File: src/rtl/decouple_fifo.sv
// ---------------------------------------------------------------------------
// decouple_fifo
//
// DEPTH-entry elastic buffer between a valid/ready consumer port (din_*) and
// a valid/ready producer port (dout_*). din_ready comes from a register, so
// there is no combinational path from dout_ready back to din_ready.
//
// With OPT_OUTREG=1 an extra output register sits after the storage array.
// Capacity is then DEPTH+1, and a word pushed into an empty buffer bypasses
// the array straight into that register. With OPT_OUTREG=0, dout_data is read
// directly from the array head and capacity is DEPTH. Either way, a push into
// an empty buffer shows up on dout one cycle later.
//
// Parameters:
//   W            payload width
//   DEPTH        storage array entries (power of two, >= 2)
//   OPT_OUTREG   1 = registered output stage, 0 = array head drives dout_data
//   OPT_LOWPOWER 1 = dout_data is 0 whenever dout_valid is 0
//   ALMOST_FULL  almost_full threshold, 1..CAP
//
// Ports:
//   clk          clock
//   rst          synchronous active-high reset
//   flush        synchronous clear of all contents (blocks pushes this cycle)
//   din_data     input payload
//   din_valid    input valid
//   din_ready    input ready (registered, gated by flush)
//   dout_data    output payload
//   dout_valid   output valid
//   dout_ready   output ready
//   count        occupancy, output register included
//   almost_full  count >= ALMOST_FULL, registered alongside count
// ---------------------------------------------------------------------------
module decouple_fifo #(
  parameter int W            = 8,
  parameter int DEPTH        = 4,
  parameter int OPT_OUTREG   = 1,
  parameter int OPT_LOWPOWER = 0,
  parameter int ALMOST_FULL  = DEPTH - 1,
  localparam int CAP         = DEPTH + ((OPT_OUTREG != 0) ? 1 : 0),
  localparam int CW          = $clog2(CAP + 1)
) (
  input  logic          clk,
  input  logic          rst,
  input  logic          flush,
  input  logic [W-1:0]  din_data,
  input  logic          din_valid,
  output logic          din_ready,
  output logic [W-1:0]  dout_data,
  output logic          dout_valid,
  input  logic          dout_ready,
  output logic [CW-1:0] count,
  output logic          almost_full
);

  localparam int PW = $clog2(DEPTH);

  logic [W-1:0]  mem [DEPTH];
  logic [PW-1:0] rd_ptr;
  logic [PW-1:0] wr_ptr;
  logic [CW-1:0] count_r;
  logic [CW-1:0] next_count;
  logic          ready_r;
  logic          af_r;
  logic          push;
  logic          pop;
  logic          wr_en;
  logic          rd_en;

  // Handshakes and occupancy bookkeeping shared by both output styles.
  assign din_ready   = ready_r & ~flush;
  assign push        = din_valid & din_ready;
  assign pop         = dout_valid & dout_ready;
  assign count       = count_r;
  assign almost_full = af_r;

  // Cannot overflow: push only happens while count_r < CAP.
  // It cannot underflow either: pop needs dout_valid, and dout_valid
  // implies count_r > 0.
  assign next_count = count_r + CW'(push) - CW'(pop);

  // NOTE: all sequential state uses non-blocking assignments. Every register
  // then samples the pre-edge values, whatever order the blocks run in.
  always_ff @(posedge clk) begin
    if (rst || flush) begin
      count_r <= '0;
      ready_r <= 1'b1;
      af_r    <= 1'b0;
      rd_ptr  <= '0;
      wr_ptr  <= '0;
    end else begin
      count_r <= next_count;
      ready_r <= (next_count < CW'(CAP));
      af_r    <= (next_count >= CW'(ALMOST_FULL));
      if (wr_en) wr_ptr <= wr_ptr + 1'b1;
      if (rd_en) rd_ptr <= rd_ptr + 1'b1;
    end
  end

  // NOTE: the storage array has no reset. The pointers and count decide what
  // is valid, so clearing the data would only add reset fan-out.
  always_ff @(posedge clk) begin
    if (wr_en) mem[wr_ptr] <= din_data;
  end

  if (OPT_OUTREG != 0) begin : g_outreg
    logic         out_valid;
    logic [W-1:0] out_data;
    logic         out_load;
    logic         arr_nonempty;
    logic         bypass;

    // The output register is occupied whenever anything is buffered.
    // So count_r > 1 means the array itself holds at least one word.
    assign arr_nonempty = (count_r > CW'(1));
    assign out_load     = ~out_valid | dout_ready;
    assign bypass       = out_load & ~arr_nonempty & push;
    assign rd_en        = out_load & arr_nonempty;
    // The array is written only when the output register stays occupied.
    assign wr_en        = push & ~bypass;

    always_ff @(posedge clk) begin
      if (rst || flush) begin
        out_valid <= 1'b0;
        if (OPT_LOWPOWER != 0) out_data <= '0;
      end else if (out_load) begin
        out_valid <= arr_nonempty | push;
        if (arr_nonempty)            out_data <= mem[rd_ptr];
        else if (push)               out_data <= din_data;
        else if (OPT_LOWPOWER != 0)  out_data <= '0;
      end
    end

    assign dout_valid = out_valid;
    assign dout_data  = out_data;
  end else begin : g_direct
    assign wr_en      = push;
    assign rd_en      = pop;
    assign dout_valid = (count_r != '0);
    assign dout_data  = ((OPT_LOWPOWER != 0) && !dout_valid) ? '0 : mem[rd_ptr];
  end

endmodule
File: config.mk
export PLATFORM = sky130hd
export DESIGN_NAME = decouple_fifo
export DESIGN_NICKNAME = d
export VERILOG_FILES = /design/src/rtl/decouple_fifo.sv
export SDC_FILE = /design/constraint.sdc
export NUM_CORES = 1
export LEC_CHECK = 0
export BUFFER_PORTS_ARGS = -buffer_cell sky130_fd_sc_hd__buf_2
export CAP_MARGIN = 30
export CORE_MARGIN = 4
export CORE_UTILIZATION = 40
export CTS_CLUSTER_DIAMETER = 80
export DETAILED_ROUTE_END_ITERATION = 12
export PLACE_DENSITY = 0.66
export SKIP_CTS_REPAIR_TIMING = 1
export SYNTH_ARGS = -nofsm -noshare
export SYNTH_HDL_FRONTEND = slang
export SYNTH_SLANG_ARGS = --single-unit
export TNS_END_PERCENT = 50
File: constraint.sdc
create_clock -name clk -period 2.1 [get_ports clk]
set_clock_uncertainty 0.05 [all_clocks]
set_input_delay 0 -clock clk [delete_from_list [all_inputs] [get_ports clk]]
set_output_delay 0 -clock clk [all_outputs]
set_load 0.005 [all_outputs]
# ---- Word-level counts from Yosys, hierarchy flattened
# Memory sizes are Yosys's and may differ from the RTL's. A register that Yosys moved wholly into a read port is not among the register bits.
# Cells that the tools add are included.
# Widths: inputs -> output; s select.
dict set report totals {
  regBits 18
  mem_count 1
  mem_bits_rw 32
  inputBits 13
}
# memory depth word_bits rd rd_ports_with_merged_regs write_ports line
set mem_list {}
lappend mem_list {mem 4 8 1 1 1 58} ;# logic [W-1:0] mem [DEPTH];
dict set report op_classes {
  n_mux 6
  order_cmp 3
  n_bitwise 14
  n_reduce_logical 3
  n_addsub 4
}
# op count
set op_table {}
lappend op_table {{$mux 8} 2}
lappend op_table {{$and 1x1->1} 7}
lappend op_table {{$not 1->1} 5}
lappend op_table {{$add 2x1->2 const B} 2}
lappend op_table {{$mux 2} 2}
lappend op_table {{$add 3x1->3} 1}
lappend op_table {{$ge 3x2->1 const B} 1}
lappend op_table {{$gt 3x1->1 const B} 1}
lappend op_table {{$lt 3x3->1 const B} 1}
lappend op_table {{$reduce_and 3->1} 1}
lappend op_table {{$sub 3x1->3} 1}
lappend op_table {{$mux 1} 2}
lappend op_table {{$or 1x1->1} 2}
lappend op_table {{$reduce_bool 2->1} 1}
lappend op_table {{$logic_or 1x1->1} 1}

# ---- Depth between registers and ports, before layout
# Gate-level depths: netlist of the first run.
dict set report logic_depth {
  word_depth 8
  ltp_mapped 8
  depth_no_buf 8
}

# ---- Least setup slack after synthesis of the first run
# OpenSTA, ideal clock, no wires.
dict set report synth_path {
  path_type {register to register}
  from {reg count_r[1] (netlist: count[1])}
  to {reg g_outreg.out_data[0] (netlist: dout_data[0]) (enable)}
  n_path_buf 1
  setup_time_ns 0.386
  period_less_slack_ns 1.971
  path_slack_ns 0.129
  arrival_ns 1.534
  stages_incl_launch_ff 5
  t_required_ns 1.664
  path_cell_list {dfxtp_1 -> inv_1 -> ha_1 -> buf_2 -> a211oi_1}
}
dict set report synth_via {
  elab_chain_len 3
}
# element line
set synth_rtl {}
lappend synth_rtl {{from (decl)} 61} ;# logic [CW-1:0] count_r;
lappend synth_rtl {{from (signal assigned)} 92} ;# count_r <= next_count;
lappend synth_rtl {{$gt 3x1->1} 115} ;# assign arr_nonempty = (count_r > CW'(1));
lappend synth_rtl {{$reduce_bool 2->1 (no source line)} --}
lappend synth_rtl {{$reduce_and 3->1 (no source line)} --}
lappend synth_rtl {{to (signal assigned)} 128} ;# if (arr_nonempty) out_data <= mem[rd_ptr];
lappend synth_rtl {{to (signal assigned)} 129} ;# else if (push) out_data <= din_data;
lappend synth_rtl {{to (decl)} 108} ;# logic [W-1:0] out_data;
# No other way between the ends.
# A chain may end at the register's enable or synchronous reset.

# ---- Worst setup path after layout of the first run
dict set report layout_path {
  from {reg ready_r}
  to {reg ready_r}
}
dict set report layout_via {
  elab_chain_len 5
}
# element line
set layout_rtl {}
lappend layout_rtl {{from (decl)} 63} ;# logic ready_r;
lappend layout_rtl {{from (signal assigned)} 93} ;# ready_r <= (next_count < CW'(CAP));
lappend layout_rtl {{$and 1x1->1} 71} ;# assign din_ready = ready_r & ~flush;
lappend layout_rtl {{$and 1x1->1} 72} ;# assign push = din_valid & din_ready;
lappend layout_rtl {{$add 3x1->3} 80} ;# assign next_count = count_r + CW'(push) - CW'(pop);
lappend layout_rtl {{$sub 3x1->3} 80}
lappend layout_rtl {{$lt 3x3->1} 93}
# No other way between the ends.

==> flow_summary.toml, run 1 <==
[outcome]
outcome = "complete, but fails checks"
violations = "negative hold slack"

[global_route]
grt_use_total_pct = 12.3
met1_usage_pct = 14.2
grt_max_degree = 15
grt_pass1_vias = 1198
grt.busiest_layer = "met2"
gr-usage-met2_pct = 21.8
globalRouteMet3Util_pct = 3.50
grt_overflow_total = 0
grt_pass1_wl_microns = 5820
antenna_found_initial = 0

[worst_hold_path]
min_from = "rst"
whs_path_depth = 4
worstHoldPathType = "in -> reg"
holdPathEnd = "wr_ptr[0]"

[sta]
relSlewSlack_pct = 64.1
rsz0062_at_grt = "no"
setup_viol = 0
tightest_slew_ps = 539
hold_violations = 1
tns_ps = 0
min_period_ps = 1920
fin_crit_sh_pct = 91.3
finalMaxSlewViolations = 0
fmax_mhz = 521
holdWs_ps = -11.7

[die]
core_region_area_sq_um = 4880
die-area_sq_um = 6390
die_y_microns = 80.0
die_w_microns = 80.0
io_pins = 27
rows = 25
initial_core_util_pct = 42.4

[placed_design]
placed_cells = 214
dp_hpwl_microns = 2520
routabilityCongestion = 0.727
io_buffers = 26

[synthesis]
yosys.area.top_type = "edfxtp_1"
syn_area_sq_um = 2070
avgSynthCellArea_sq_um = 17.1
synth_seq_cells = 52
yosysWarnings = 0
synth_cells = 121
synth_nets = 142
synth.top_cell.area_share_pct = 58.0
yosysSeqAreaShare_pct = 69.6
synthTopCellsByArea = "edfxtp_1 58%, dfxtp_1 12%, mux4_2 8.7%, mux2_2 4.4%, ha_1 4.2%"
synth_cell_types = 26

[routing]
via_per_inst = 4.96
drt-pass1-iter-count = 2
routed-via-count = 1140
drc = 0
ant_nets = 0
drtIter0Drc = 40
wl_per_cell_microns = 15.5
wl_microns = 3550

[clocking]
root_buffer = "clkbuf_8"
clock_path_buffers = 2
clock_latency_ps = 290
clk_pin_slew_ps = 90
ctsHtreeMaxLevel = 2
cts_tree = "done"
clkSinkCount = 52
cts-buffers-inserted = 5

[layout]
instances_no_fill = 230
fill_cells = 429
utilization_pct = 50.2
diodes = 0
drive_gt1_share_pct = 31.9
syn_to_final_growth_pct = 18.4
final_nets = 183

[power]
peakVddDrop_v = 0.000286
p_leak_nw = 0.862
powerDensity_nw_per_um2 = 708

[worst_setup_path]
cp_num_buf_inv = 1
worstSetupStartpointType = "register"
cp_slowest_cell = "fa_1"
crit_top_cell = "ha_1"
crit_chain = "nand3b_1, ha_1, inv_1, ha_1, fa_1, xor2_1, nor2_1, o21ai_0"
critPathArrivalTime_ps = 2050
reg2reg_slack_ps = 180
slowest_delay_ps = 370
critPathTopFamily = "adder cells"
crit_fanout = 4
cp.required_ps = 2230
r2r-end = "ready_r"
reg2regPathDepth = 8
r2r_start = "ready_r"
worst-setup-path-type = "reg -> reg"
end_kind = "register"

[flow_run]
drv_cap = 0
[kinds of logic (layout without fill, tap and decap cells)]
family	count (synthesis)	in the layout	synth area share, %
flops	52	52	69.6
simple gates	21	21	5.62
mux	18	18	14.0
buf+inv	11	53	2.42
compound gates	10	10	2.72
fa+ha+maj	8	8	5.20
xor+xnor	1	1	0.423
[state kept, by name, summed over array words and instances (netlist names), named ones only]
register / count
mem: 32
dout_data: 8
count: 3
rd_ptr: 2
wr_ptr: 2
almost_full: 1
dout_valid: 1
ready_r: 1
[worst max path at each step]
stage                        start           end  slack [ps]  depth (start not counted)
after floorplan           count[1]  dout_data[0]         130                          4
after global placement     ready_r       ready_r         280                          8
after detailed placement   ready_r       ready_r         190                          8
after CTS                  ready_r       ready_r         170                          8
after global routing       ready_r       ready_r          40                          8
final                      ready_r       ready_r         180                          8
[report_power, final]
part / switching (mW) / internal [mW]
Combinational: 0.0456 / 0.0492
Clock: 0.289 / 0.233
Sequential: 0.00328 / 1.12
Total: 0.338 / 1.40
[worst reg2reg max path, delay by kind of cell (launching register included)]
family,cells,cell delay (ps)
simple gates,2,260
buf+inv,1,40
flops,1,330
compound gates,1,100
fa+ha+maj,3,860
xor+xnor,1,170
[cell type report]
type	count	area [sq um]	share of cell area (%)
Sequential cell	52	1440	58.8
Multi-Input combinational cell	58	579	23.6
Timing Repair Buffer	38	240	9.80
Tap cell	67	83.8	3.42
Clock buffer	7	76.3	3.11
Inverter	7	26.3	1.07
Clock inverter	1	3.75	0.153
[metal layers]
metal	share of wire, %	wire length (microns)
met5	0	0
met2	53	1880
met3	3.4	121
met1	42	1500
met4	1.3	46
[Yosys cell counts, drive strengths merged]
library cell  instances
o31ai                 1
xor2                  1
inv                   7
and2                  7
edfxtp               40
dfxtp                12
nand3b                1
a21oi                 5
mux4                  8
mux2                  8
or2                   1
nand2b                1
buf                   2
o21ai                 2
or3                   1
nor2                  2
ha                    7
nor2b                 2
clkbuf                2
fa                    1
or4                   1
nand2                 5
mux2i                 2
a31oi                 1
a211oi                1
[cell usage in the layout (no fill, tap or decap), drive strengths merged, types with 2 or more instances in the layout]
cell          n
ha            7
mux2i         2
and2          7
edfxtp       40
inv           7
a21oi         5
buf          30
dfxtp        12
dlygate4sd3   8
nor2          2
nor2b         2
mux2          8
o21ai         2
nand2         5
clkbuf        7
mux4          8
[per-stage QoR]
step | cell area [sq um] | power (mW) | hold WS (ps) | setup slack [ps]
2_1_floorplan | 2070 | 1.19 | -19.8 | 129
3_5_place_dp | 2290 | 1.23 | 185 | 187
4_1_cts | 2370 | 1.74 | -124 | 168
6_report | 2450 | 1.74 | -11.7 | 182
3_3_place_gp | 2290 | 1.22 | 176 | 283
5_1_grt | 2450 | 1.81 | 26.3 | 40.4
(Power assumes the default switching activity.)
==> inputs of run 2 (changes only) <==
==> constraint.sdc (replaced) <==
create_clock -name clk -period 1.8 [get_ports clk]
set_clock_uncertainty 0.05 [all_clocks]
set_input_delay 0 -clock clk [delete_from_list [all_inputs] [get_ports clk]]
set_output_delay 0 -clock clk [all_outputs]
set_load 0.005 [all_outputs]
==> flow_summary.toml, run 2 (synthesis gave the netlist of run 1 again) <==
[routing]
via_per_inst = 4.78
routed-via-count = 1128
drt-pass1-iter-count = 4
wl_microns = 3840
drtIter0Drc = 65
ant_nets = 0
drc = 0
wl_per_cell_microns = 16.3

[sta]
fin_crit_sh_pct = 98.6
tightest_slew_ps = 397
hold_violations = 0
holdWs_ps = 19.5
relSlewSlack_pct = 73.5
min_period_ps = 1780
rsz0062_at_grt = "yes"
fmax_mhz = 563
finalMaxSlewViolations = 0
tns_ps = 0
setup_viol = 0

[worst_setup_path]
crit_chain = "nand3b_1, ha_1, inv_1, ha_2, fa_2, xor2_1, nor2_1, o21ai_1"
reg2reg_slack_ps = 20
cp_slowest_cell = "dfxtp_2"
end_kind = "register"
slowest_delay_ps = 340
critPathArrivalTime_ps = 1910
r2r_start = "ready_r"
crit_fanout = 2
cp-startpoint = "ready_r"
cp.required_ps = 1940
cp_num_buf_inv = 1
worst-setup-path-type = "reg -> reg"
worstSetupStartpointType = "register"
critPathTopFamily = "adder cells"

[global_route]
grt_max_degree = 16
grt_overflow_total = 0
grt_use_total_pct = 13.0
antenna_found_initial = 0
grt_pass1_vias = 1189
grt_pass1_wl_microns = 5990

[die]
die_y_microns = 80.0
initial_core_util_pct = 42.4
die-area_sq_um = 6390
die_w_microns = 80.0
io_pins = 27
rows = 25
core_region_area_sq_um = 4880

[power]
powerDensity_nw_per_um2 = 801
power.switching_uw = 424
p_int_mw = 1.63
p_clk_share_pct = 30.5
peakVddDrop_v = 0.000345
seqPwrFrac_pct = 63.5
comb_power_share_pct = 6.0
p_total_mw = 2.06
swShare_pct = 20.6
p_leak_nw = 0.912

[placed_design]
dp_hpwl_microns = 2650
routabilityCongestion = 0.796
io_buffers = 26
placed_cells = 220

[clocking]
cts-buffers-inserted = 5
ctsHtreeMaxLevel = 2
root_buffer = "clkbuf_8"
clock_path_buffers = 2
clk_pin_slew_ps = 90
clkSinkCount = 52
cts_tree = "done"
clock_latency_ps = 300

[layout]
instances_no_fill = 236
fill_cells = 425
final_nets = 189
utilization_pct = 52.6
drive_gt1_share_pct = 39.6
largest_reg_flops = 32
syn_to_final_growth_pct = 24.0
diodes = 0
final_cell_mix = "40 x edfxtp_1, 26 x buf_2, 10 x dfxtp_1"
max_flop_register = "mem"
layout_commonest_cell = "edfxtp_1"

[worst_hold_path]
min_from = "rst"
worstHoldPathType = "in -> reg"

[outcome]
outcome = "finished clean"

[flow_run]
drv_cap = 0
-- run 2: cell types whose count changed in the layout (fill, tap and decap cells not counted), sizes merged --
cell,before,now
clkinv,1,3
clkbuf,7,5
buf,30,36
-- run 2: cell type report --
class	count	area, sq um	share of cell area (%)
clock buffer	5	68.8	2.68
timing repair buffer	44	335	13.1
multi-input combinational	58	596	23.2
tap	67	83.8	3.27
clock inverter	3	13.8	0.536
sequential	52	1440	56.2
inverter	7	26.3	1.02
-- run 2: path summary, 6_finish.rpt --
path                     to  cells past startpoint
setup / recovery    ready_r                      8
hold / removal    wr_ptr[0]                      4
setup reg to reg    ready_r                      8
hold reg to reg   wr_ptr[0]                      2
-- run 2: worst reg2reg max path: stages (launching register included) --
cell      delay (ps)
dfxtp_2          340
nand3b_1         100
ha_1             290
inv_1             40
ha_2             160
fa_2             330
xor2_1           160
nor2_1           130
o21ai_1           80
-- run 2: per-stage QoR --
stage | setup slack [ps] | area (sq um)
finish | 25.0 | 2570
floorplan | 0.472 | 2080
global placement | 35.9 | 2390
CTS | -53.0 | 2470
global route | -63.1 | 2570
detailed placement | -51.3 | 2390
-- run 2: per-layer routing --
| layer | track usage [%] | vias up | part of all wire, % |
|---|---|---|---|
| met5 | 0 | - | 0 |
| met4 | 4.05 | 0 | 0.70 |
| met1 | 15.4 | 564 | 42 |
| met3 | 4.40 | 4 | 2.9 |
| li1 | - | 545 | - |
| met2 | 22.2 | 15 | 55 |
-- run 2: power groups by stage --
stage	Sequential, mW	Clock (mW)	Combinational (mW)
2_1_floorplan	1.34	0	0.0512
3_3_place_gp	1.33	0	0.102
3_5_place_dp	1.33	0	0.109
4_1_cts	1.31	0.648	0.110
5_1_grt	1.31	0.716	0.137
6_report	1.31	0.627	0.124
